$ cat src/rtl/id_stage_pipe_pkg.sv
// RV32I decode types shared by the ID stage: IF/ID and ID/EX payloads, control word,
// register-use helper and the load opcode used by load-use detection.
package id_stage_pipe_pkg;

    typedef enum logic [6:0] {
        OP_LUI   = 7'b0110111,
        OP_AUIPC = 7'b0010111,
        OP_JAL   = 7'b1101111,
        OP_JALR  = 7'b1100111,
        OP_BR    = 7'b1100011,
        OP_LOAD  = 7'b0000011,
        OP_STORE = 7'b0100011,
        OP_IMM   = 7'b0010011,
        OP_OP    = 7'b0110011
    } opcode_t;

    localparam logic [6:0] LOAD_OPCODE = OP_LOAD;

    typedef struct packed {
        logic [31:0] inst;
        logic [31:0] pc_rdata;
        logic [31:0] pc_wdata;
        logic [4:0]  rs1_addr;
        logic [4:0]  rs2_addr;
        logic [31:0] rs1_rdata;
        logic [31:0] rs2_rdata;
        logic [4:0]  rd_addr;
    } rvfi_t;

    typedef struct packed {
        logic [31:0] pc;
        logic [31:0] ir;
        rvfi_t       rvfi_d;
    } IF_ID_stage_t;

    typedef struct packed {
        logic [6:0] opcode;
        logic [2:0] funct3;
        logic       funct7_5;
        logic       reg_write;
        logic       mem_read;
        logic       mem_write;
        logic       branch;
        logic       jump;
        logic       alu_imm;
    } ctrl_t;

    // Valid bit lives beside the payload, not inside it.
    typedef struct packed {
        logic [31:0] pc;
        ctrl_t       ctrl;
        logic [4:0]  rd;
        logic [4:0]  rs1;
        logic [4:0]  rs2;
        logic [31:0] rs1_data;
        logic [31:0] rs2_data;
        logic [31:0] i_imm;
        logic [31:0] s_imm;
        logic [31:0] b_imm;
        logic [31:0] u_imm;
        logic [31:0] j_imm;
        rvfi_t       rvfi;
    } ID_EX_stage_t;

    typedef struct packed {
        logic rs1;
        logic rs2;
    } rs_use_t;

    function automatic rs_use_t rs_used(input logic [6:0] op);
        rs_use_t u;
        u.rs1 = !(op inside {OP_LUI, OP_AUIPC, OP_JAL});
        u.rs2 = op inside {OP_OP, OP_STORE, OP_BR};
        return u;
    endfunction

    function automatic ctrl_t control_word(input logic [31:0] ir);
        ctrl_t c;
        c          = '0;
        c.opcode   = ir[6:0];
        c.funct3   = ir[14:12];
        c.funct7_5 = ir[30];
        case (ir[6:0])
            OP_LUI, OP_AUIPC: begin c.reg_write = 1'b1; c.alu_imm = 1'b1; end
            OP_JAL:           begin c.reg_write = 1'b1; c.jump = 1'b1; end
            OP_JALR:          begin c.reg_write = 1'b1; c.jump = 1'b1; c.alu_imm = 1'b1; end
            OP_BR:            c.branch = 1'b1;
            OP_LOAD:          begin c.reg_write = 1'b1; c.mem_read = 1'b1; c.alu_imm = 1'b1; end
            OP_STORE:         begin c.mem_write = 1'b1; c.alu_imm = 1'b1; end
            OP_IMM:           begin c.reg_write = 1'b1; c.alu_imm = 1'b1; end
            OP_OP:            c.reg_write = 1'b1;
            default:          ;
        endcase
        return c;
    endfunction

endpackage

$ cat src/rtl/id_hazard_unit.sv
// Load-use detector: flags an ID instruction that needs a register the load sitting
// in ID/EX has not produced yet.
module id_hazard_unit
    import id_stage_pipe_pkg::*;
#(
    parameter int HAZARD_EN = 1
) (
    input  logic       valid_i,
    input  logic [4:0] rs1_i,
    input  logic [4:0] rs2_i,
    input  rs_use_t    use_i,
    input  logic       ex_valid_i,
    input  logic       ex_load_i,
    input  logic [4:0] ex_rd_i,
    output logic       hazard_o
);

    assign hazard_o = (HAZARD_EN != 0) && valid_i && ex_valid_i && ex_load_i &&
                      (ex_rd_i != '0) &&
                      ((use_i.rs1 && (rs1_i == ex_rd_i)) || (use_i.rs2 && (rs2_i == ex_rd_i)));

endmodule

$ cat src/rtl/id_stage_pipe.sv
// Decode stage: decodes IF/ID, reads the regfile (with WB write-through), and owns the
// ID/EX register with flow control, load-use bubbles, flush squash and perf counters.
module id_stage_pipe
    import id_stage_pipe_pkg::*;
#(
    parameter int NUM_REGS  = 32,
    parameter int WB_BYPASS = 1,
    parameter int HAZARD_EN = 1,
    parameter int CNT_W     = 32,
    localparam int AW       = $clog2(NUM_REGS)
) (
    input  logic              clk,
    input  logic              rst,
    input  IF_ID_stage_t      id_in,
    input  logic              id_valid_i,
    output logic              id_ready_o,
    input  logic              flush_i,
    input  logic              ex_ready_i,
    input  logic              wb_load_i,
    input  logic [AW-1:0]     wb_rd_i,
    input  logic [31:0]       wb_data_i,
    output ID_EX_stage_t      ex_out,
    output logic              ex_valid_o,
    output logic [CNT_W-1:0]  perf_stall_o,
    output logic [CNT_W-1:0]  perf_flush_o
);

    logic [31:0]      regs_q [NUM_REGS];
    ID_EX_stage_t     ex_q, ex_d;
    logic             ex_vld_q;
    logic [CNT_W-1:0] stall_q, flush_q;
    logic [31:0]      ir, rs1_data, rs2_data;
    logic [AW-1:0]    rs1_a, rs2_a;
    rs_use_t          rs_use;
    logic             hazard;

    assign ir    = id_in.ir;
    assign rs1_a = ir[15 +: AW];
    assign rs2_a = ir[20 +: AW];

    // WB writes land at the edge; the bypass makes the same-cycle value visible to ID.
    always_comb begin
        rs1_data = regs_q[rs1_a];
        rs2_data = regs_q[rs2_a];
        if (WB_BYPASS != 0 && wb_load_i && wb_rd_i == rs1_a) rs1_data = wb_data_i;
        if (WB_BYPASS != 0 && wb_load_i && wb_rd_i == rs2_a) rs2_data = wb_data_i;
        if (rs1_a == '0) rs1_data = '0;
        if (rs2_a == '0) rs2_data = '0;
    end

    always_ff @(posedge clk or negedge rst) begin
        if (!rst) begin
            for (int i = 0; i < NUM_REGS; i++) regs_q[i] <= '0;
        end else if (wb_load_i && wb_rd_i != '0) begin
            regs_q[wb_rd_i] <= wb_data_i;
        end
    end

    always_comb begin
        ex_d                = '0;
        ex_d.pc             = id_in.pc;
        ex_d.ctrl           = control_word(ir);
        ex_d.rd             = ir[11:7];
        ex_d.rs1            = ir[19:15];
        ex_d.rs2            = ir[24:20];
        ex_d.rs1_data       = rs1_data;
        ex_d.rs2_data       = rs2_data;
        ex_d.i_imm          = {{20{ir[31]}}, ir[31:20]};
        ex_d.s_imm          = {{20{ir[31]}}, ir[31:25], ir[11:7]};
        ex_d.b_imm          = {{19{ir[31]}}, ir[31], ir[7], ir[30:25], ir[11:8], 1'b0};
        ex_d.u_imm          = {ir[31:12], 12'b0};
        ex_d.j_imm          = {{11{ir[31]}}, ir[31], ir[19:12], ir[20], ir[30:21], 1'b0};
        ex_d.rvfi           = id_in.rvfi_d;
        ex_d.rvfi.inst      = ir;
        ex_d.rvfi.rs1_addr  = ir[19:15];
        ex_d.rvfi.rs2_addr  = ir[24:20];
        ex_d.rvfi.rs1_rdata = rs1_data;
        ex_d.rvfi.rs2_rdata = rs2_data;
        ex_d.rvfi.rd_addr   = ir[11:7];
    end

    assign rs_use = rs_used(ir[6:0]);

    id_hazard_unit #(.HAZARD_EN(HAZARD_EN)) u_hazard (
        .valid_i    (id_valid_i),
        .rs1_i      (ir[19:15]),
        .rs2_i      (ir[24:20]),
        .use_i      (rs_use),
        .ex_valid_i (ex_vld_q),
        .ex_load_i  (ex_q.ctrl.opcode == LOAD_OPCODE),
        .ex_rd_i    (ex_q.rd),
        .hazard_o   (hazard)
    );

    assign id_ready_o = flush_i | (ex_ready_i & ~hazard);

    // Flush outranks backpressure and hazard; a flushed cycle never counts as a stall.
    always_ff @(posedge clk or negedge rst) begin
        if (!rst) begin
            ex_q     <= '0;
            ex_vld_q <= 1'b0;
            stall_q  <= '0;
            flush_q  <= '0;
        end else if (flush_i) begin
            ex_vld_q <= 1'b0;
            if (ex_vld_q && flush_q != '1) flush_q <= flush_q + CNT_W'(1);
        end else if (ex_ready_i) begin
            if (hazard) begin
                ex_vld_q <= 1'b0;
                ex_q     <= '0;
                if (stall_q != '1) stall_q <= stall_q + CNT_W'(1);
            end else begin
                ex_vld_q <= id_valid_i;
                ex_q     <= ex_d;
            end
        end
    end

    assign ex_out       = ex_q;
    assign ex_valid_o   = ex_vld_q;
    assign perf_stall_o = stall_q;
    assign perf_flush_o = flush_q;

endmodule

$ cat config.mk
export PLATFORM = sky130hd
export DESIGN_NAME = id_stage_pipe
export DESIGN_NICKNAME = d
export VERILOG_FILES = /design/src/rtl/id_stage_pipe_pkg.sv /design/src/rtl/id_hazard_unit.sv /design/src/rtl/id_stage_pipe.sv
export SDC_FILE = /design/constraint.sdc
export NUM_CORES = 2
export LEC_CHECK = 0
export BUFFER_PORTS_ARGS = -buffer_cell sky130_fd_sc_hd__buf_2
export CAP_MARGIN = 20
export CORE_MARGIN = 2
export CORE_UTILIZATION = 35
export DETAILED_ROUTE_END_ITERATION = 6
export PLACE_DENSITY = 0.63
export SLEW_MARGIN = 10
export SYNTH_ARGS = -nofsm -noshare
export SYNTH_HDL_FRONTEND = slang
export SYNTH_SLANG_ARGS = --single-unit
$ cat constraint.sdc
create_clock -name clk -period 3.1 [get_ports clk]
set_input_delay 0.62 -clock clk [delete_from_list [all_inputs] [get_ports clk]]
set_output_delay 0.62 -clock clk [all_outputs]
set_load 0.03 [all_outputs]
==> results by group <==
Timing
  – RSZ-0062 raised after global routing: yes
  – Min Tclk post-route: 3180 ps
  – Fin Clk Skew: around 34 ps
  – Slew headroom: approximately half
  – Setup-failing EPs final: 1
  – Setup WS post-layout: -83.9 ps
  – Least-Margin Pin Slew: 760 ps
  – Tcrit/Tclk final: 103%
  – Final hold slack: 54.9 ps
  – Max Slew Vio Count: 0
  – Fmax: 314 MHz
  – Final Hold Fails: 0

Logic synthesis
  – Avg Cell Area, Syn: between 10 and 15 um2
  – Synth cell types: 64
  – Top FF cell, synth: dfrtp_1
  – Synth top area share: 47.6%
  – Post-synth top cells: 1,287 x dfrtp_1, 1,112 x mux2_2, 446 x mux4_2, 298 x buf_4, 264 x clkbuf_1
  – Post-synth EDFFs: 0
  – Synth area leaders: dfrtp_1 48%, mux2_2 19%, mux4_2 15%, buf_4 3.3%, mux2i_1 2.1%
  – Seq cells post-synth: about 1,300
  – Async SR Flop Fraction: 100%
  – Yosys top cell by area: dfrtp_1
  – Syn. warnings: 0
  – Top-count cell post-synth: dfrtp_1
  – Synthesized instance count: between 4,000 and 5,000
  – Register area share after synthesis: 47.6%
  – Post-Syn Area: between 60,000 and 70,000 um2

Place
  – Setup WS pre-CTS: about 140 ps
  – Gpl congestion: 0.958
  – Detailed placement HPWL: about 160,000 um
  – Buffers on Ports: about 690

Clock tree
  – CTS tree: yes
  – Root Buffer: clkbuf_16
  – Clock-pin transition on the worst setup and hold timing paths: about 60 ps
  – Clk sinks: ~1,300
  – CTS buffer count: 148
  – CTS HTree Levels: 4
  – Bufs on Longest Clock Path: 3
  – Worst-Skew Late Latency: slightly above 800 ps

Min path
  – Hold path depth: 2
  – Hold path startpoint: id_in[88]
  – Hold crit path type: in -> reg
  – WHS Endpoint: ex_out[88]

Global route
  – Antenna violations before repair: 24
  – Vias in the first global route: around 46,000
  – First-pass GRT wire length: 343,000 um
  – Gr ovfl total: 0
  – Largest net degree at the start of global routing: around 110
  – GRT Total Usage: roughly a quarter

Floorplan
  – Horiz. Die Dim: 444 um
  – Die ar.: ~200,000 um2
  – # IOs: between 800 and 900
  – Row cnt: 161
  – Initial core utilization: between 30% and 40%
  – Core ar.: a little under 200,000 um2
  – Chip Height: 444 um

Layout
  – Multi-input logic area: around 31,000 um2
  – # fillers: between 15,000 and 20,000
  – Reg area: 32,200 um2
  – Synthesis-to-layout area growth: 17.7%
  – Final nets: around 5,500
  – Share of cells above drive strength 1: a little over half

Detailed routing
  – First drt pass iteration count: 5
  – Final ANT Viol Nets: 0
  – Drt initial violations: between 4,000 and 5,000
  – DRC: 0
  – Routed WL: 241,000 um
  – Routed len/inst: 30.4 um
  – Vias: between 40,000 and 50,000
  – Via/cell ratio: 5.81

Setup path
  – Worst path bufs/invs: 1
  – Startpoint Class: register
  – Crit path cell chain: or4_4 > nor2_4 > nor4_2 > a32oi_4 > a21o_1 > buf_6
  – Reg2reg path depth: 9
  – CP Capture Type: output pin
  – RR Startpoint: perf_stall_o[0]
  – Slowest CP cell: or4_4
  – Reg-to-reg setup timing slack: 280 ps
  – Worst stage delay on the critical path: 530 ps
  – CP top delay family: simple AND/OR/NAND/NOR gates
  – WP data required: 2480 ps
  – WS Path Type: reg -> out
  – CP arrival: between 2000 and 3000 ps
  – Worst R2R End: perf_stall_o[30]
  – Crit path max fanout: 4

Power
  – Leak: 0.0356 uW
  – VDD IR max: 447 uV
  – Switching power: about 16,000 uW
  – PwrDens: approximately 670 nW/um2
  – Clock network power share: 35.7%
  – Sequential power share: 41.9%
  – Comb power frac: between 20 and 25%
  – Switching share of total power: a little under a third
  – Int Pwr: between 30,000 and 40,000 uW

Outcome
  – Failing checks: negative setup slack
  – Status: finished with violations

Run
  – Max cap viols: 0
-- registers in the layout, summed over array words and instances (netlist names) --
| register | count |
|---|---|
| perf_flush_o | 32 |
| perf_stall_o | 32 |
| ex_out | 198 |
| regs_q | 1024 |
| ex_valid_o | 1 |
-- layout by cell type (no fill, tap or decap), types with 10 or more instances in the layout --
master,Yosys,final
and3_1,18,16
nand4_1,19,19
dlygate4sd3_1,0,60
nor4_2,10,10
or3_1,32,32
nand2_2,0,15
clkinv_2,0,20
a221oi_1,54,54
buf_2,118,674
clkbuf_16,0,149
clkbuf_1,264,25
a21oi_1,102,102
nor2b_1,27,26
mux2_2,1112,1112
o21ai_0,24,24
mux4_2,446,446
dfrtp_1,1287,1285
buf_4,298,182
nand2_1,208,193
a31oi_1,33,33
xnor2_1,40,40
bufinv_16,0,17
a211oi_1,23,23
diode_2,0,11
clkbuf_8,0,34
xor2_1,41,41
a22o_1,128,128
buf_12,0,98
o221ai_1,24,24
nor3_1,24,23
nand3_1,30,30
conb_1,1,14
nor2_1,32,12
o22ai_1,96,96
mux2i_1,140,140
o21ai_1,21,21
nor2_4,1,19
o221ai_2,31,31
-- cell families after synthesis --
kind of cell | share of synthesized area (%)
adder cells (fa/ha/maj) | 0.0370
XOR/XNOR | 1.05
AO/OA/AOI/OAI | 6.11
multiplexers | 35.4
flip-flops | 47.6
buffers and inverters | 6.25
AND/OR/NAND/NOR | 3.48
other | 0.00555
-- worst max-delay path by stage --
stage	end	startpoint	cells past startpoint
final	id_ready_o	ex_out[412]	6
after global routing	id_ready_o	ex_out[412]	6
after CTS	id_ready_o	ex_out[412]	6
after detailed placement	ex_out[353]	id_in[196]	8
after global placement	ex_out[358]	id_in[196]	8
after floorplan	id_ready_o	ex_out[409]	6
-- power by group through the flow --
stage	sequential, uW	clock (uW)	combinational [uW]
floorplan	22300	0	8380
global placement	22200	0	11600
detailed placement	22400	0	11800
CTS	22100	19200	11900
global route	22500	19900	12600
finish	22200	18900	11900
-- metal layers --
layer,vias up,track usage (%),part of all wire [%]
met1,24700,29.7,39
met5,-,0,0.0091
met3,451,3.80,6.2
met4,4,11.1,4.7
met2,1924,41.3,50
li1,18900,-,-
-- metrics by stage --
| stage | cells | total power [uW] | util [%] | cell area [um2] | setup TNS (ps) |
|---|---|---|---|---|---|
| 2_1_floorplan | 4844 | 30700 | - | 67700 | 0 |
| 3_3_place_gp | 7575 | 33800 | 38.3 | 73600 | 0 |
| 3_5_place_dp | 7575 | 34200 | 38.3 | 73600 | 0 |
| 4_1_cts | 7904 | 53300 | 41.4 | 79500 | -141 |
| 5_1_grt | 7913 | 55000 | 41.4 | 79600 | -159 |
| 6_report | 7915 | 52900 | 41.4 | 79600 | -83.9 |
-- timing repair --
item	4_1_cts	5_1_grt
pin swaps	2	1
hold endpoints to repair	98	0
endpoints found under the setup margin	1	1
setup buffers	3	0
hold buffers	60	0
gates resized for setup	6	1
cloned	0	0
-- layout make-up --
type / instances / area share, %
timing repair buffer: 1022 / 9.31
sequential: 1287 / 40.5
antenna: 11 / 0.0346
clock buffer: 208 / 5.39
multi-input combinational: 2797 / 39.5
inverter: 6 / 0.0283
tap: 2526 / 3.97
clock inverter: 58 / 1.24
(Power assumes the default switching activity.)
